## config.mk

```make
export PLATFORM = sky130hd
export DESIGN_NAME = div_unit
export DESIGN_NICKNAME = d
export VERILOG_FILES = /design/src/rtl/div_unit.sv
export SDC_FILE = /design/constraint.sdc
export NUM_CORES = 1
export LEC_CHECK = 0
export CORE_UTILIZATION = 55
export CTS_CLUSTER_SIZE = 28
export DETAILED_ROUTE_END_ITERATION = 10
export PLACE_DENSITY = 0.77
export SLEW_MARGIN = 20
export SYNTH_ARGS = -nofsm -noshare
export SYNTH_HDL_FRONTEND = slang
export SYNTH_SLANG_ARGS = --single-unit
```

## constraint.sdc

```tcl
create_clock -name clk -period 10.4 [get_ports clk]
set_clock_uncertainty 0.1 [all_clocks]
set_input_delay 1.04 -clock clk [delete_from_list [all_inputs] [get_ports clk]]
set_output_delay 1.04 -clock clk [all_outputs]
set_load 0.01 [all_outputs]
```

## src/rtl/div_unit.sv

```systemverilog
// Iterative 32-bit restoring divider (DIV/DIVU) for the E stage.
// One quotient bit per cycle; produces {remainder, quotient} with a one-cycle ready pulse.
module div_unit (
   input  logic        clk,
   input  logic        rst,
   input  logic        start,
   input  logic        signed_div,
   input  logic        annul,
   input  logic [31:0] a,
   input  logic [31:0] b,
   output logic [63:0] result,
   output logic        ready,
   output logic        stall_div
);

   localparam int unsigned W  = 32;
   localparam int unsigned CW = 6;

   typedef enum logic [1:0] {IDLE, BUSY, DONE} state_t;

   state_t          state, state_nx;
   logic [CW-1:0]   cnt;
   logic [W-1:0]    rem, quo, dvs;
   logic            q_neg, r_neg;

   logic            accept, last, ge;
   logic [W:0]      trial;
   logic [W-1:0]    rem_nx, quo_nx, q_fin, r_fin, a_mag, b_mag;

   assign accept    = (state == IDLE) && start && !annul;
   assign last      = (cnt == CW'(W - 1));
   // Reset masks an in-flight BUSY stall; an IDLE request still stalls the pipe.
   assign stall_div = accept || ((state == BUSY) && !rst);

   assign a_mag = (signed_div && a[W-1]) ? (W'(0) - a) : a;
   assign b_mag = (signed_div && b[W-1]) ? (W'(0) - b) : b;

   // One restoring step: shift next dividend bit into the partial remainder.
   assign trial  = {rem, quo[W-1]};
   assign ge     = (trial >= {1'b0, dvs});
   assign rem_nx = ge ? W'(trial - {1'b0, dvs}) : trial[W-1:0];
   assign quo_nx = {quo[W-2:0], ge};
   assign q_fin  = q_neg ? (W'(0) - quo_nx) : quo_nx;
   assign r_fin  = r_neg ? (W'(0) - rem_nx) : rem_nx;

   // State register and registered ready pulse.
   always_ff @(posedge clk) begin
      if (rst) begin
         state <= IDLE;
         ready <= 1'b0;
      end else begin
         state <= state_nx;
         ready <= (state_nx == DONE);
      end
   end

   // Next-state logic.
   always_comb begin
      state_nx = state;
      case (state)
         IDLE: if (accept) state_nx = (b == '0) ? DONE : BUSY;
         BUSY: begin
            if (annul)     state_nx = IDLE;
            else if (last) state_nx = DONE;
         end
         DONE:    state_nx = IDLE;
         default: state_nx = IDLE;
      endcase
   end

   // Operand latch, iteration datapath and result register.
   always_ff @(posedge clk) begin
      if (rst) begin
         cnt    <= '0;
         rem    <= '0;
         quo    <= '0;
         dvs    <= '0;
         q_neg  <= 1'b0;
         r_neg  <= 1'b0;
         result <= '0;
      end else begin
         case (state)
            IDLE: begin
               if (accept) begin
                  if (b == '0) begin
                     result <= {a, {W{1'b1}}};
                  end else begin
                     cnt   <= '0;
                     rem   <= '0;
                     quo   <= a_mag;
                     dvs   <= b_mag;
                     q_neg <= signed_div && (a[W-1] ^ b[W-1]);
                     r_neg <= signed_div && a[W-1];
                  end
               end
            end
            BUSY: begin
               if (!annul) begin
                  cnt <= cnt + CW'(1);
                  rem <= rem_nx;
                  quo <= quo_nx;
                  if (last) result <= {r_fin, q_fin};
               end
            end
            default: ;
         endcase
      end
   end

endmodule

```

# Word-level counts from Yosys, hierarchy flattened
# Index checks and enable logic that the tools add are counted.
# word_totals
reg_bits	171
latchBits	0
ramBits	0
mem_bits_ro	0
input_bits	69
wordCells	68
memories	0
# classes
add_sub_neg	6
n_mul	0
div_mod_pow	0
order_cmp	1
eq_ne	8
n_shift	0
mux	27
n_bitwise	2
n_reduce_logical	15
# op_table
operator	count
$mux 32	11
$mux 64	4
$pmux 32 s2	2
$pmux 64 s2	1
$sub 1x32->32 const A	4
$ge 33x32->1	1
$logic_not 32->1	1
$sub 32x32->32	1
$mux 6	3
$pmux 6 s2	1
$mux 2	4
$ne 2x2->1 const B	4
$add 6x1->6 const B	1
$eq 6x5->1 const B	1
$logic_and 1x1->1	6
$reduce_and 5->1	1
$pmux 2 s2	1
$reduce_and 4->1	1
$reduce_and 3->1	1
$eq 2x1->1 const B	1
$eq 2x2->1 const B	1
$logic_not 1->1	2
$logic_not 2->1	1
$ne 2x1->1 const B	1
other kinds (4)	4

# Logic depth before layout (Yosys ltp)
# Gate-level depths: netlist (run 1).
# depth
word_depth	7
depth_mapped	23
mapped_depth_nobuf	19

# Least setup slack after synthesis (run 1)
# OpenSTA, ideal clock, no wires.
# synth_timing
path_kind	reg-to-reg
start	reg rem[10]
end	reg result[60]
t_arrival_ps	4400
path_slack_ps	5814
stages_incl_launch_ff	21
path_buffers	3
synth_period_minus_slack_ps	4586
cell_sequence	dfxtp_1 ha_1 buf_2 nand2_2 nor4_4 nand3_2 a21oi_1 nor2_1 nand2_2 buf_2 clkbuf_1 mux2i_1 ha_1 nand3_1 nor3_1 and3_1 o2bb2ai_1 nor4_1 a41oi_1 xor2_1 a211oi_1
# synth_between
elab_chain_cells	7
elab_cells_between_ends	8
classes_between	add/sub (2); order compare (1); mux (5)
# synth_rtl
item	line	source
start: declaration	23	logic [W-1:0] rem, quo, dvs;
start signal: assignment	100	rem <= rem_nx;
$sub 32x32->32 or $ge 33x32->1 (tied branches)	41, 40	
$mux 32 (*)	41	assign rem_nx = ge ? W'(trial - {1'b0, dvs}) : trial[W-1:0];
$sub 1x32->32	44	assign r_fin = r_neg ? (W'(0) - rem_nx) : rem_nx;
$mux 32 (*)	44	
$mux 64 (*)	102	if (last) result <= {r_fin, q_fin};
$mux 64 (*)	98	if (!annul) begin
$pmux 64 s2 (*)	82	case (state)
end signal: assignment	86	result <= {a, {W{1'b1}}};
end signal: assignment	102	
end: declaration	11	output logic [63:0] result,
# Every way passes the cells marked *; elsewhere a longest branch is shown, timed or not. The select of a mux whose other input is x is not followed.
# A chain may end at the register's enable or synchronous reset.

# Final worst setup path (run 1)
# layout_timing
start	reg rem[5]
end	reg result[60]
# The elaborated chain is that of the path after synthesis.

==> flow_results.org, run 1 <==
** Worst setup path
- CP max FO :: 32
- On the critical path, the stage with the largest delay is an instance of o21ai_2.
- The critical path is of the register to register type.
- R2R Path Start :: rem[5]$_SDFFE_PP0P_
- Setup slack on the worst reg-to-reg path comes out at about 4.7 ns.
- The worst setup path is launched from a register.
- Data arrival time of the worst path :: around 6 ns
- Worst setup EP type :: register
- Required time of the worst setup path :: 10.66 ns
- In this run the critical register-to-register path is captured at result[60]$_SDFFE_PP0P_.
- Worst r2r path cells :: 17
- The largest single stage delay on the critical path is 0.53 ns.
- Walking the worst path, the cells encountered are ha_1, a21oi_1, o21ai_0, o211a_1, o21ai_2, nand2_2, buf_4, o21ai_0, ha_1, nand3_1, nor3_1, and3_1, o2bb2ai_1, nor4_1, a41oi_1, xor2_1, a211oi_1.

** Floorplanning
- Row count :: 54
- The initial utilization of the core area, before any placement, comes to 0.561.
- In this run the standard cell core region covers approximately 22000 µm².
- The floorplan step defined a die boundary enclosing ~23000 µm².
- Total I/O pin count :: 135
- Width of the chip :: around 150 µm
- Vertical die dimension :: 151 µm

** Placed design
- Half-perimeter wire length after detailed placement :: around 26000 µm
- Number of buffers inserted by port buffering :: 134
- Routability-driven placement finished with a final weighted congestion of ~1.

** Final layout
- Fill cells in the final layout number 1957.
- Fraction of final layout cells sized beyond drive strength 1 :: 0.0554
- Final design utilization :: 0.648
- Compared with the post-synthesis result, the final layout area differs by 15.6%.
- The net count of the finished layout is approximately 1800.
- Ant diodes :: 0

** Timing
- Post-layout min period :: 5.72 ns
- At the pin with the least slew margin, the transition time is between 0.9 and 1 ns.
- The final hold violation count came to 0.
- Setup repair after global routing left no endpoint under its margin.
- Summed over all failing endpoints, the final setup total negative slack is 0 ns.
- Final clock period utilization by the worst path :: 0.550
- Final count of pins violating max slew :: 0
- Final setup violating endpoints :: 0
- The worst pin sits at a relative slew slack of 0.388.
- Based on the critical path, the design can be clocked at up to 175 MHz.

** Synth
- The number of nets in the synthesized netlist is about 1800.
- The share of the Yosys chip area taken by registers is 0.280.
- Async set or reset register ratio after synthesis :: 0
- Yosys mapped the design onto 94 distinct sky130hd cell types.
- In this run, synthesis inferred 0 flip-flops with an integrated enable.
- Average instance area after synthesis :: 7.42 µm²
- Number of cells produced by synthesis :: about 1700
- Leading register cell type out of synthesis :: dfxtp_1
- Seq cells post-synth :: 171
- Count of synthesis-stage warnings from yosys :: 0
- Combined area of all synthesized cells :: about 12000 µm²

** CTS
- After clock tree synthesis, the flow added hold-fix buffers numbering 0.
- The H-tree generated during clock tree synthesis spans 4 levels.
- In this run the post-CTS setup repair buffer count came out at 0.
- Clock-pin slew was measured on the worst setup and hold paths at about 0.070 ns.
- In this run the deepest clock path goes through 2 buffers.
- The tree built by TritonCTS fans out to 171 sinks.
- TritonCTS built the clock tree.
- Worst-skew pair later-pin latency :: 0.45 ns
- The number of clock buffers added by TritonCTS is 17.
- CTS root buf :: clkbuf_16
- Gates resized during post-CTS repair numbered 0.

** Hold path
- Worst hold start :: dvs[22]$_SDFFE_PP0P_
- Along the worst hold path, the cell count comes to 2.
- For hold timing, the worst endpoint is dvs[22]$_SDFFE_PP0P_.
- Hold WC Path Type :: register to register

** Global route
- Number of global-route vias before repair :: between 10000 and 15000
- Entering global routing, the biggest net connects 91 pins.
- GR Util All Layers :: 0.325
- The initial antenna violation count was 0.
- After global routing the overflow that remains totals 0.
- Global-route wire length before repair :: between 50000 and 60000 µm

** Detailed routing
- Dividing the detail-routed via count by the number of cells gives 6.17.
- Final wirelength :: between 30000 and 40000 µm
- In the final routed layout, each cell accounts on average for 18.2 µm.
- Post-route DRC violation count :: 0
- The detailed router finished its first iteration with around 960 violations.
- DR pass1 iterations :: 6
- Routed via count :: roughly 12000
- Antenna Nets Post-Route :: 0

** Pwr
- For this design the ratio of total power to cell area is around 120 nW/µm².
- IR analysis of the VDD net gives a maximum drop of 87.8 µV.
- Summed over all cells, the static leakage comes to 5.25 nW.

** Run
- Max capacitance violation total :: 0

** Run status
- The run finished with clean final reports.
==> final cells by class <==
type	count	area, µm²	area share
sequential	171	3420	0.242
clock buffer	18	429	0.0303
tap	280	350	0.0248
multi-input combinational	1310	8150	0.576
inverter	55	206	0.0146
timing repair buffer	148	1440	0.102
clock inverter	14	153	0.0108
==> cell families after synthesis <==
logic type               share of synthesized area
AND/OR/NAND/NOR                              0.230
AO/OA/AOI/OAI                                0.290
flip-flops                                   0.280
buffers and inverters                       0.0571
XOR/XNOR                                    0.0893
adder cells (fa/ha/maj)                     0.0394
multiplexers                                0.0149
==> how the worst max path moves through the flow <==
stage | start | end | slack, ns
finish | rem[5]$_SDFFE_PP0P_ | result[60]$_SDFFE_PP0P_ | 4.68
CTS | rem[5]$_SDFFE_PP0P_ | result[60]$_SDFFE_PP0P_ | 4.77
global route | rem[5]$_SDFFE_PP0P_ | result[58]$_SDFFE_PP0P_ | 4.15
detailed placement | rem[5]$_SDFFE_PP0P_ | result[60]$_SDFFE_PP0P_ | 4.80
floorplan | rem[10]$_SDFFE_PP0P_ | result[60]$_SDFFE_PP0P_ | 5.81
global placement | b[17] | quo[31]$_SDFFE_PP0P_ | 4.89
==> worst max-delay path: cells and delay by family (launching register included) <==
| kind | cells | cell delay, ns |
|---|---|---|
| and+or+nand+nor | 5 | 1.49 |
| adders and majority gates | 2 | 0.80 |
| DFF | 1 | 0.36 |
| xor gates and xnor gates | 1 | 0.18 |
| buffers and inverters | 1 | 0.34 |
| AOI/OAI and AO/OA | 8 | 2.33 |
==> power by group <==
part / internal, mW / switching, mW / total [mW]
Clock: 0.341 / 0.305 / 0.646
Combinational: 0.152 / 0.262 / 0.414
Sequential: 0.673 / 0.0166 / 0.689
==> sequential cells by signal, summed over array words and instances (netlist names) <==
register  flops
quo          32
rem          32
q_neg         1
state         2
r_neg         1
result       64
cnt           6
dvs          32
ready         1
==> per-layer routing <==
layer / vias to the layer above / share of wire / GRT usage
met5: - / 0 / 0
met2: 452 / 0.46 / 0.522
met3: 64 / 0.067 / 0.0503
met4: 0 / 0.027 / 0.115
li1: 6099 / - / -
met1: 5692 / 0.45 / 0.438
==> stage by stage <==
stage	total power [mW]	instance area [µm²]	hold WS (ns)	setup WS (ns)	instances
after floorplan	0.994	12200	0.332	5.81	1651
after global placement	1.11	13600	0.340	4.89	1964
after detailed placement	1.11	13600	0.352	4.80	1964
after CTS	1.75	14200	0.361	4.77	1996
after global routing	1.82	14200	0.394	4.15	1996
final	1.75	14200	0.356	4.68	1996
==> placed cells by master (no fill, tap or decap), types with 5 or more instances in the layout <==
| cell | instances |
|---|---|
| and3_1 | 13 |
| o21ai_1 | 5 |
| nand2b_1 | 6 |
| a311oi_1 | 21 |
| o31ai_1 | 20 |
| ha_1 | 37 |
| a211oi_1 | 51 |
| dfxtp_1 | 171 |
| a21o_1 | 8 |
| or3_1 | 28 |
| a31oi_1 | 16 |
| clkdlybuf4s50_1 | 133 |
| nand4_1 | 22 |
| buf_4 | 15 |
| xnor2_1 | 47 |
| a21oi_1 | 159 |
| nor3_1 | 44 |
| or4_1 | 9 |
| nand3_1 | 37 |
| inv_8 | 5 |
| o41ai_1 | 8 |
| a22oi_1 | 21 |
| nor2_1 | 194 |
| or2_2 | 5 |
| o21ai_0 | 110 |
| xor2_1 | 76 |
| nor4_1 | 13 |
| inv_1 | 53 |
| clkbuf_16 | 17 |
| nand2_1 | 173 |
| mux2i_1 | 16 |
| and2_1 | 17 |
| nor2b_1 | 5 |
| o21a_1 | 7 |
| o211ai_1 | 33 |
| o22ai_1 | 6 |
==> cells in the mapped netlist (9+ instances only) <==
master / instances / area share
nor2_1: 195 / 0.060
nand2_1: 173 / 0.053
dfxtp_1: 171 / 0.28
a21oi_1: 159 / 0.065
o21ai_0: 110 / 0.045
clkbuf_1: 77 / 0.024
xor2_1: 76 / 0.054
inv_1: 53 / 0.016
a211oi_1: 51 / 0.031
xnor2_1: 47 / 0.034
nor3_1: 44 / 0.018
ha_1: 37 / 0.038
nand3_1: 37 / 0.015
o211ai_1: 33 / 0.020
or3_1: 28 / 0.014
buf_2: 22 / 0.0090
nand4_1: 22 / 0.011
a22oi_1: 21 / 0.013
a311oi_1: 21 / 0.015
o31ai_1: 20 / 0.012
and2_1: 17 / 0.0087
a31oi_1: 16 / 0.0082
mux2i_1: 16 / 0.013
and3_1: 13 / 0.0066
nor4_1: 13 / 0.0066
buf_1: 9 / 0.0028
or4_1: 9 / 0.0055
Note: power is estimated with default switching activity, not from simulation.
==> inputs of run 2 (changes only) <==
==> constraint.sdc (replaced) <==
create_clock -name clk -period 5.4 [get_ports clk]
set_clock_uncertainty 0.1 [all_clocks]
set_input_delay 0.54 -clock clk [delete_from_list [all_inputs] [get_ports clk]]
set_output_delay 0.54 -clock clk [all_outputs]
set_load 0.01 [all_outputs]
==> flow_results.org, run 2 (synthesis gave the netlist of run 1 again) <==
** CTS
- The total clock buffers created by CTS came to 17 (unchanged).
- The number of cells upsized or downsized after cts was 0 (unchanged).
- The clock transition at the registers of the reported paths came to 0.07 ns (about the same).
- The tree is rooted in a clkbuf_16.
- Setup fix buffers added after clock tree synthesis :: 0 (unchanged)
- Number of buffers on the longest clock path :: 2 (unchanged)
- Number of clock sinks :: 171 (unchanged)
- The hold-fix buffer count after cts is 0 (unchanged).
- Htree depth :: 4 (unchanged)
- Clock tree from TritonCTS :: built
- The clock insertion delay at the later pin of the skew report came to 0.44 ns (about the same).

** Detailed routing
- The number of search-and-repair iterations in the first detailed-routing pass was 6 (unchanged).
- The routed length per instance came to 18.7 µm (+2.9%).
- Antenna Nets Post-Route :: 0 (unchanged)
- Post-route DRC violation count :: 0 (unchanged)
- The initial detailed-routing violation count is 980 (+2.4%).
- The detailed-route wire length was 37600 µm (+3.7%).
- The number of vias in the routed layout came to 12438 (+1.1%).
- The detail-routed via count per cell was 6.18 (+0.26%).

** Timing
- The sum of negative setup slack is 0 ns (unchanged).
- The total setup violations reported at the end of the flow came to 0 (unchanged).
- Worst rel slew slack :: 0.405 (+0.0172)
- Setup repair after global routing left no endpoint under its margin.
- The minimum clock period came to 4.84 ns (-0.889 ns).
- The slew at the pin closest to its max-slew limit came to 0.893 ns (-0.0236 ns).
- Final count of pins violating max slew :: 0 (unchanged)
- Final clock period utilization by the worst path :: 0.896 (+0.345)
- Highest achievable clock rate :: 207 MHz (+18%)
- The final hold violation count was 0 (unchanged).

** Final layout
- Register area :: 3420 µm² (unchanged)
- Counting flops per register, the top entry is result.
- Area taken by multi-input logic gates :: 8150 µm² (unchanged)
- The fraction of layout instances using a drive strength above 1 was 0.0641 (+0.00873).
- Ant diodes :: 0 (unchanged)
- The number of flip-flops under the largest register name was 64 (unchanged).
- The area growth from synthesis to layout is 16.7%.
- The library cell used most frequently in the layout, excluding fill and tap cells, is nor2_1.
- The number of fill cells in the layout is 1951 (-0.31%).
- The library cells used most frequently in the layout, excluding fill and tap cells, are 194 x nor2_1, 173 x nand2_1, 171 x dfxtp_1.
- Number of nets in the final layout :: 1826 (+0.88%)

** Global route
- GR Util All Layers :: 0.330 (+0.00586)
- Global-route wire length before repair :: 59500 µm (+1.1%)
- Pin count of the biggest net entering global routing :: 83 (-8.8%)
- The initial antenna violation count was 0 (unchanged).
- The remaining global-route overflow is 0 (unchanged).
- Number of global-route vias before repair :: 11407 (+0.50%)

** Floorplanning
- Vertical die dimension :: 151 µm (unchanged)
- The row count is 54 (unchanged).
- The number of primary I/O pins was 135 (unchanged).
- Initial Utilization :: 0.561 (unchanged)
- The area of the die came to 22900 µm² (unchanged).
- The die boundary width is 151 µm (unchanged).
- Core area :: 21800 µm² (unchanged)

** Worst setup path
- Data arrival time of the worst path :: 5.09 ns (-0.89 ns)
- The data required time at the worst endpoint is 5.66 ns (-5.00 ns).
- Worst setup EP type :: register
- Crit Path Class :: register to register
- Kind of start point of the critical path :: register
- CP max FO :: 12 (-63%)

** Pwr
- Cell leakage power :: 5.32 nW (+1.5%)
- Total design power :: 3.40 mW (+94%)
- The power per standard cell area is 238 nW/µm² (+92%).
- The peak supply drop is 160 µV (+82%).

** Placed design
- The final RePlAce weighted congestion was 0.998 (+1.7%).
- Number of buffers inserted by port buffering :: 134 (unchanged)
- Half-perimeter wire length after detailed placement :: 27900 µm (+6.1%)

** Run status
- The flow ran to the end, and the final reports show no timing, DRC or antenna violations.

** Hold path
- Hold WC Path Type :: register to register

** Run
- Max capacitance violation total :: 0 (unchanged)
==> run 2: cell count changes in the layout (fill, tap and decap cells not counted), sizes merged <==
cell      change
clkbuf        +2
clkinvlp      +1
inv           -2
buf          +16
clkinv        -1
==> run 2: per-stage QoR <==
step / util / cells / worst slack, ns / area [µm²] / hold slack, ns
global route: 0.655 / 2012 / 0.204 / 14300 / 0.380
CTS: 0.655 / 2012 / 0.644 / 14300 / 0.356
global placement: 0.628 / 1980 / 0.528 / 13700 / 0.339
detailed placement: 0.628 / 1980 / 0.411 / 13700 / 0.347
finish: 0.655 / 2012 / 0.564 / 14300 / 0.353
floorplan: - / 1651 / 0.814 / 12200 / 0.332
==> run 2: layout make-up <==
cell class | instances | area share
clock buffer | 20 | 0.0320
clock inverter | 12 | 0.00885
inverter | 55 | 0.0145
multi-input combinational | 1310 | 0.570
sequential | 171 | 0.240
tap | 280 | 0.0245
timing repair buffer | 164 | 0.110
==> run 2: worst max-delay path: stages, from the launching register on <==
cell       delay (ns)
dfxtp_1          0.38
ha_1             0.32
buf_4            0.19
nand2_1          0.06
o21ai_0          0.57
o211a_1          0.33
o21ai_2          0.09
nand2_2          0.11
buf_4            0.16
mux2i_1          0.31
ha_1             0.28
nand3_1          0.15
nor3_1           0.32
and3_1           0.23
o2bb2ai_1        0.13
nor4_1           0.43
a41oi_1          0.19
xor2_1           0.18
a211oi_1         0.22
==> run 2: final timing paths <==
path / startpoint / to / slack [ns] / depth (start not counted)
setup / recovery: rem[6]$_SDFFE_PP0P_ / result[60]$_SDFFE_PP0P_ / 0.56 / 18
hold / removal: dvs[25]$_SDFFE_PP0P_ / dvs[25]$_SDFFE_PP0P_ / 0.35 / 2
setup reg to reg: rem[6]$_SDFFE_PP0P_ / result[60]$_SDFFE_PP0P_ / 0.56 / 18
hold reg to reg: dvs[25]$_SDFFE_PP0P_ / dvs[25]$_SDFFE_PP0P_ / 0.35 / 2
==> run 2: per-layer routing <==
metal	global-route usage	part of all wire
met3	0.0509	0.068
met2	0.550	0.47
met4	0.113	0.024
met5	0	0
met1	0.432	0.44
==> run 2: report_power, final <==
group	total (mW)	internal, mW	leakage [nW]	switching, mW
clock network	1.25	0.673	0.274	0.573
registers	1.33	1.30	1.39	0.0318
logic	0.825	0.306	3.66	0.519
total	3.40	2.28	5.32	1.12
